`src/rtl/example_03_driver.sv`:
```
// Stimulus initiator for the example_03 sequence detector: walks A, D=KEY1, A&B, D=KEY2,
// advancing on each expected Q code and failing a step that does not match within TIMEOUT cycles.
module example_03_driver #(
    parameter int         TIMEOUT = 16,
    parameter logic [3:0] D_KEY1  = 4'b0100,
    parameter logic [3:0] D_KEY2  = 4'b1000
) (
    input  logic       clk,
    input  logic       rstN,
    input  logic       start,
    input  logic [2:0] Q_in,
    output logic       A,
    output logic       B,
    output logic       C,
    output logic [3:0] D,
    output logic       busy,
    output logic       done,
    output logic       fail,
    output logic [2:0] fail_step
);

    typedef enum logic [2:0] {
        IDLE, ARM, KEY1, KEY2, KEY3, DONE, FAIL
    } state_t;

    localparam logic [7:0] CNT_MAX = 8'(TIMEOUT - 1);

    state_t     state_q, state_d;
    logic [7:0] step_cnt_q, step_cnt_d;
    logic [2:0] fail_step_q, fail_step_d;
    logic       a_q, a_d, b_q, b_d, busy_q, busy_d, done_q, done_d, fail_q, fail_d;
    logic [3:0] d_q, d_d;
    logic [2:0] exp_code, step_num;
    state_t     next_step;

    always_ff @(posedge clk or negedge rstN) begin
        if (!rstN) begin
            state_q     <= IDLE;
            step_cnt_q  <= '0;
            fail_step_q <= '0;
        end else begin
            state_q     <= state_d;
            step_cnt_q  <= step_cnt_d;
            fail_step_q <= fail_step_d;
        end
    end

    always_comb begin
        exp_code  = 3'b000;
        step_num  = 3'd0;
        next_step = IDLE;
        case (state_q)
            ARM:     begin exp_code = 3'b011; step_num = 3'd1; next_step = KEY1; end
            KEY1:    begin exp_code = 3'b100; step_num = 3'd2; next_step = KEY2; end
            KEY2:    begin exp_code = 3'b000; step_num = 3'd3; next_step = KEY3; end
            KEY3:    begin exp_code = 3'b111; step_num = 3'd4; next_step = DONE; end
            default: ;
        endcase
    end

    always_comb begin
        state_d     = state_q;
        step_cnt_d  = step_cnt_q;
        fail_step_d = fail_step_q;
        case (state_q)
            IDLE: begin
                if (start) begin
                    state_d     = ARM;
                    step_cnt_d  = '0;
                    fail_step_d = '0;
                end
            end
            ARM, KEY1, KEY2, KEY3: begin
                // a match in the last allowed cycle still advances
                if (Q_in == exp_code) begin
                    state_d    = next_step;
                    step_cnt_d = '0;
                end else if (step_cnt_q == CNT_MAX) begin
                    state_d     = FAIL;
                    step_cnt_d  = '0;
                    fail_step_d = step_num;
                end else begin
                    step_cnt_d = step_cnt_q + 8'd1;
                end
            end
            default: state_d = IDLE;
        endcase
    end

    // outputs decoded from the next state so they are flops aligned with the state
    always_comb begin
        a_d    = 1'b0;
        b_d    = 1'b0;
        d_d    = 4'b0000;
        busy_d = 1'b0;
        done_d = 1'b0;
        fail_d = 1'b0;
        case (state_d)
            ARM:     begin a_d = 1'b1; busy_d = 1'b1; end
            KEY1:    begin d_d = D_KEY1; busy_d = 1'b1; end
            KEY2:    begin a_d = 1'b1; b_d = 1'b1; busy_d = 1'b1; end
            KEY3:    begin d_d = D_KEY2; busy_d = 1'b1; end
            DONE:    done_d = 1'b1;
            FAIL:    fail_d = 1'b1;
            default: ;
        endcase
    end

    always_ff @(posedge clk or negedge rstN) begin
        if (!rstN) begin
            a_q    <= 1'b0;
            b_q    <= 1'b0;
            d_q    <= 4'b0000;
            busy_q <= 1'b0;
            done_q <= 1'b0;
            fail_q <= 1'b0;
        end else begin
            a_q    <= a_d;
            b_q    <= b_d;
            d_q    <= d_d;
            busy_q <= busy_d;
            done_q <= done_d;
            fail_q <= fail_d;
        end
    end

    assign A         = a_q;
    assign B         = b_q;
    assign C         = 1'b0;
    assign D         = d_q;
    assign busy      = busy_q;
    assign done      = done_q;
    assign fail      = fail_q;
    assign fail_step = fail_step_q;

endmodule

```
`config.mk`:
```
export PLATFORM = sky130hd
export DESIGN_NAME = example_03_driver
export DESIGN_NICKNAME = d
export VERILOG_FILES = /design/src/rtl/example_03_driver.sv
export SDC_FILE = /design/constraint.sdc
export NUM_CORES = 1
export LEC_CHECK = 0
export BUFFER_PORTS_ARGS = -buffer_cell sky130_fd_sc_hd__buf_2
export CAP_MARGIN = 0
export CORE_MARGIN = 2
export CORE_UTILIZATION = 45
export DETAILED_ROUTE_END_ITERATION = 7
export PLACE_DENSITY = 0.66
export REMOVE_ABC_BUFFERS = 1
export SETUP_SLACK_MARGIN = 0.4
export SLEW_MARGIN = 5
export SYNTH_ARGS = -nofsm -noshare
export SYNTH_HDL_FRONTEND = slang
export SYNTH_SLANG_ARGS = --single-unit
```
`constraint.sdc`:
```
create_clock -name clk -period 2.7 [get_ports clk]
set_clock_uncertainty 0.05 [all_clocks]
set_input_delay 0.135 -clock clk [delete_from_list [all_inputs] [get_ports clk]]
set_output_delay 0.135 -clock clk [all_outputs]
set_load 0.005 [all_outputs]
```
**Word-level counts from Yosys, hierarchy flattened**

Index checks and enable logic that the tools add are counted.

- $add $sub $neg: 1
- Multiplexer cells: 21
- Reduce and logical (&&, ||, !) cells: 7
- Equal/unequal tests: 15

Operator list:

| kind | number |
|---|---|
| 8-bit two-way mux | 3 |
| 3-bit one-hot mux with 4 select lines | 2 |
| 3-bit two-way mux | 6 |
| 8-bit one-hot mux with 2 select lines | 1 |
| 3-bit by 2-bit equality test with 1-bit output, second input constant | 4 |
| 3-bit equality test, second input constant | 4 |
| 3-bit one-hot mux with 2 select lines | 2 |
| 3-bit one-hot mux with 3 select lines | 1 |
| 8-bit by 1-bit adder with 8-bit output, second input constant | 1 |
| 8-bit by 4-bit equality test with 1-bit output, second input constant | 1 |
| 4-bit one-hot mux with 2 select lines | 1 |
| 4-bit OR reduction | 2 |
| 3-bit by 1-bit equality test with 1-bit output, second input constant | 2 |
| 2-bit inequality test, second input constant | 3 |
| 1-bit two-way mux | 5 |
| 4-bit AND reduction | 1 |
| 3-bit equality test | 1 |
| 3-bit logical NOT | 1 |
| 2-bit AND reduction | 1 |
| 2-bit nonzero test | 1 |
| 2-bit OR reduction | 1 |

- Word-level logic and storage cells: 53
- Flip-flop bits (word level): 23
- Input port bits: 6

**Longest topological paths before layout**

- Depth after elaboration: 8
- Mapped depth: 7
- Gate-level depth less buffers: 6

**Worst setup path before layout**

OpenSTA, ideal clock, no wires.

- Kind: reg-to-reg
- From: reg step_cnt_q[6]
- To: reg step_cnt_q[0]
- Library setup time: 0.120 ns
- Path buffers: 1
- Clock period less this slack: 2.148 ns
- Setup slack: 0.552 ns
- Data arrival time: 1.978 ns
- Stages on the path, launching flop included: 7
- Path through: dfrtp_1 or3_1 or3_1 clkbuf_1 o31a_1 o21a_1 a41o_1

- Word-level cells in the longest chain between the ends: 4

Ends and longest elaborated chain:

| what | RTL line | source |
|---|---|---|
| start, declared | 29 | `logic [7:0] step_cnt_q, step_cnt_d;` |
| start signal, assigned | 43 | `step_cnt_q <= step_cnt_d;` |
| 8-bit by 4-bit equality test with 1-bit output | 78 | `end else if (step_cnt_q == CNT_MAX) begin` |
| 8-bit two-way mux | 78 |  |
| 8-bit two-way mux | 75 | `if (Q_in == exp_code) begin` |
| 8-bit one-hot mux with 2 select lines | 65 | `case (state_q)` |

No other way between the ends.
A chain may end at the register's enable or synchronous reset.

**Worst setup path after layout**

Ends and elaborated chain as after synthesis.

==> impl_metrics.ini <==
[logic_synthesis]
syn-cell-area_mm2 = 0.001269
synth-seq-cells = 21
ys.flop_type = dfrtp_1
yosysSeqAreaShare_pct = 41.42
synthArstFlopShare_pct = 100.0
synthesis.instances = 139
avgSynthCellArea_um2 = 9.127
synth_edf_count = 0
yosysWarningCount = 0
synth.distinct_cells = 47

[sta]
setup_violations = 0
drv_slew = 0
timing.final.crit_share_pct = 83.29
hold_slack_ps = 177.1
layout_setup_ws_ps = 451.2
max_freq_mhz = 444.7
tns_ps = 0
hold_viol_final = 0
layout_min_cycle_time_ps = 2249
grt_setup_unrepaired = no

[global_route]
grt_overflow = 0
track_usage_pct = 17.49
grt_max_degree = 22
grt_pass1_vias = 958
grt_pass1_wl_um = 4422
grt_antenna_before_repair = 0

[drt]
via_per_inst = 5.882
drtPass1Iterations = 4
wl_per_cell_um = 14.65
ant_nets = 0
drt_wl_total_um = 2725
drcViolationCount = 0
dr_total_vias = 1094
drt_iter0_drc = 57

[final_layout]
fin_area_mm2 = 0.001414
drive_gt1_share_pct = 19.35
areaGrowthSynthToFinish_pct = 11.44
n_antenna_cell = 0
fin_nets = 163
nFillCells = 259

[floorplan]
start_util_pct = 46.81
die_x_um = 57.10
die-area_mm2 = 0.003260
ioPinCount = 19
die_h_um = 57.10
core_area_mm2 = 0.002710
rows = 19

[place]
place_ws_ps = 460.9
hpwl_um = 1962
io_buffers = 15
globalplace.congestion = 0.8867
postPlaceCellArea_mm2 = 0.001364

[power_and_ir_drop]
p_comb_share_pct = 48.1
power_density_mw_per_mm2 = 865.4
power.total_uw = 1224
p_switching_uw = 517.7
swShare_pct = 42.31
p_int_uw = 705.9
pwr-share-clk_pct = 12.2
seqPwrFrac_pct = 39.7
vdd_drop_max_mv = 0.5095
p_leak_uw = 0.0006438

[critical_path]
crit_path_top_delay_cell = dfrtp_1
required_ps = 2850
reg2reg_from = step_cnt_q[6]$_DFFE_PN0P_
cpPeakStageDelay_ps = 430
setup.worst_path.end = step_cnt_q[0]$_DFFE_PN0P_
worstSetupPathType = flip-flop to flip-flop
critPathArrivalTime_ps = 2400
cp_max_fo = 6
startpoint = step_cnt_q[6]$_DFFE_PN0P_
reg2reg_depth = 5
worstSetupEndpointType = flip-flop
r2r_slack_ps = 450
reg2reg_to = step_cnt_q[0]$_DFFE_PN0P_
worstPathCellList = or3_1 -> or3_4 -> o31a_1 -> o21a_1 -> a41o_1
cp-start-kind = flip-flop

[cts]
cts_root_buf = clkbuf_4
cts_buffers = 3
clock_sinks = 21
cts_tree = done
htree_levels = 1
clock_path_buffers = 2
clk_latency_ps = 310
clkSlewWorstSetupHoldPaths_ps = 120

[hold_path]
worstHoldPathType = input port to flip-flop
whs_path_depth = 3

[run]
maxCapViolations = 0

[outcome]
status = completed
cell usage in the layout (no fill, tap or decap), drive strengths merged, types with 3 or more instances in the layout:
master  count
dfrtp      21
buf        17
inv        12
nand2      10
o21ai       9
nand3       7
o32ai       7
nor3        6
xnor2       6
a21oi       5
nor2        4
nor2b       3
nor3b       3
conb        3
clkbuf      3
or3         3
power groups by stage:
stage                     Combinational [uW]  Clock [uW]  Sequential, uW
final                                    589         149             485
after global routing                     662         172             499
after CTS                                582         155             483
after detailed placement                 579           0             489
after global placement                   573           0             484
after floorplan                          408           0             476
metrics by stage:
| stage | utilization, % | cells |
|---|---|---|
| floorplan | - | 133 |
| global placement | 50.32 | 181 |
| detailed placement | 50.32 | 181 |
| CTS | 51.71 | 186 |
| global route | 52.17 | 186 |
| finish | 52.17 | 186 |
cell families (layout without fill, tap and decap cells):
family | count (synthesis) | in the layout | synth area share, %
flops | 21 | 21 | 41.42
other cells | 1 | 3 | 0.2956
xor+xnor | 7 | 7 | 4.832
compound gates | 37 | 37 | 21.99
buf+inv | 20 | 34 | 6.805
fa+ha+maj | 2 | 2 | 1.775
mux | 1 | 1 | 0.7890
simple gates | 50 | 50 | 22.09
sequential cells by signal (all words and copies together), names as in the netlist:
register,flops
A,1
B,1
D,2
busy,1
done,1
fail,1
fail_step,3
state_q,3
step_cnt_q,8
synthesized netlist by cell type, drive strengths merged (2+ instances only):
cell / number / area, um^2
dfrtp: 21 / 525.5
inv: 12 / 45.04
nand2: 10 / 37.54
o21ai: 9 / 48.80
nand3: 7 / 35.03
o32ai: 7 / 68.82
nor3: 6 / 30.03
xnor2: 6 / 52.55
a21oi: 5 / 25.02
clkbuf: 5 / 18.77
nor2: 4 / 15.01
buf: 3 / 22.52
nor2b: 3 / 18.77
nor3b: 3 / 22.52
or3: 3 / 18.77
a31o: 2 / 17.52
and3: 2 / 12.51
and3b: 2 / 17.52
nand4: 2 / 12.51
or2: 2 / 12.51
worst min-delay path by stage:
stage	from	to	slack, ps
global route	start	A$_DFF_PN0_	190
finish	start	A$_DFF_PN0_	180
global placement	rstN	state_q[0]$_DFF_PN0_	50
CTS	start	A$_DFF_PN0_	170
floorplan	rstN	A$_DFF_PN0_	-210
detailed placement	rstN	done$_DFF_PN0_	60
per-layer routing:
metal / vias to the layer above / wire [um] / GRT usage [%]
met2: 32 / 1276 / 26.60
met3: 2 / 130 / 4.989
met4: 0 / 21 / 5.648
li1: 536 / - / -
met5: - / 0 / 0
met1: 524 / 1296 / 24.14
final cells by class:
class | count | area, um^2 | area share (%)
clock buffers | 3 | 22.52 | 1.593
clock inverters | 1 | 5.005 | 0.3540
inverters | 12 | 45.04 | 3.186
multi-input cells | 100 | 676.9 | 47.88
flip-flops and latches | 21 | 525.5 | 37.17
well taps | 31 | 38.79 | 2.743
repair buffers | 18 | 100.1 | 7.080
worst max-delay path: cells and delay by family, from the launching register on:
family | cells | cell delay (ps)
compound gates | 3 | 850
simple gates | 2 | 820
flops | 1 | 430
what timing repair did:
item,in CTS,in global routing
hold buffers,1,0
hold endpoints to repair,21,0
buffers inserted,0,0
endpoints found under the setup margin,0,11
gates resized for setup,0,2
Note: power is estimated with default switching activity, not from simulation.
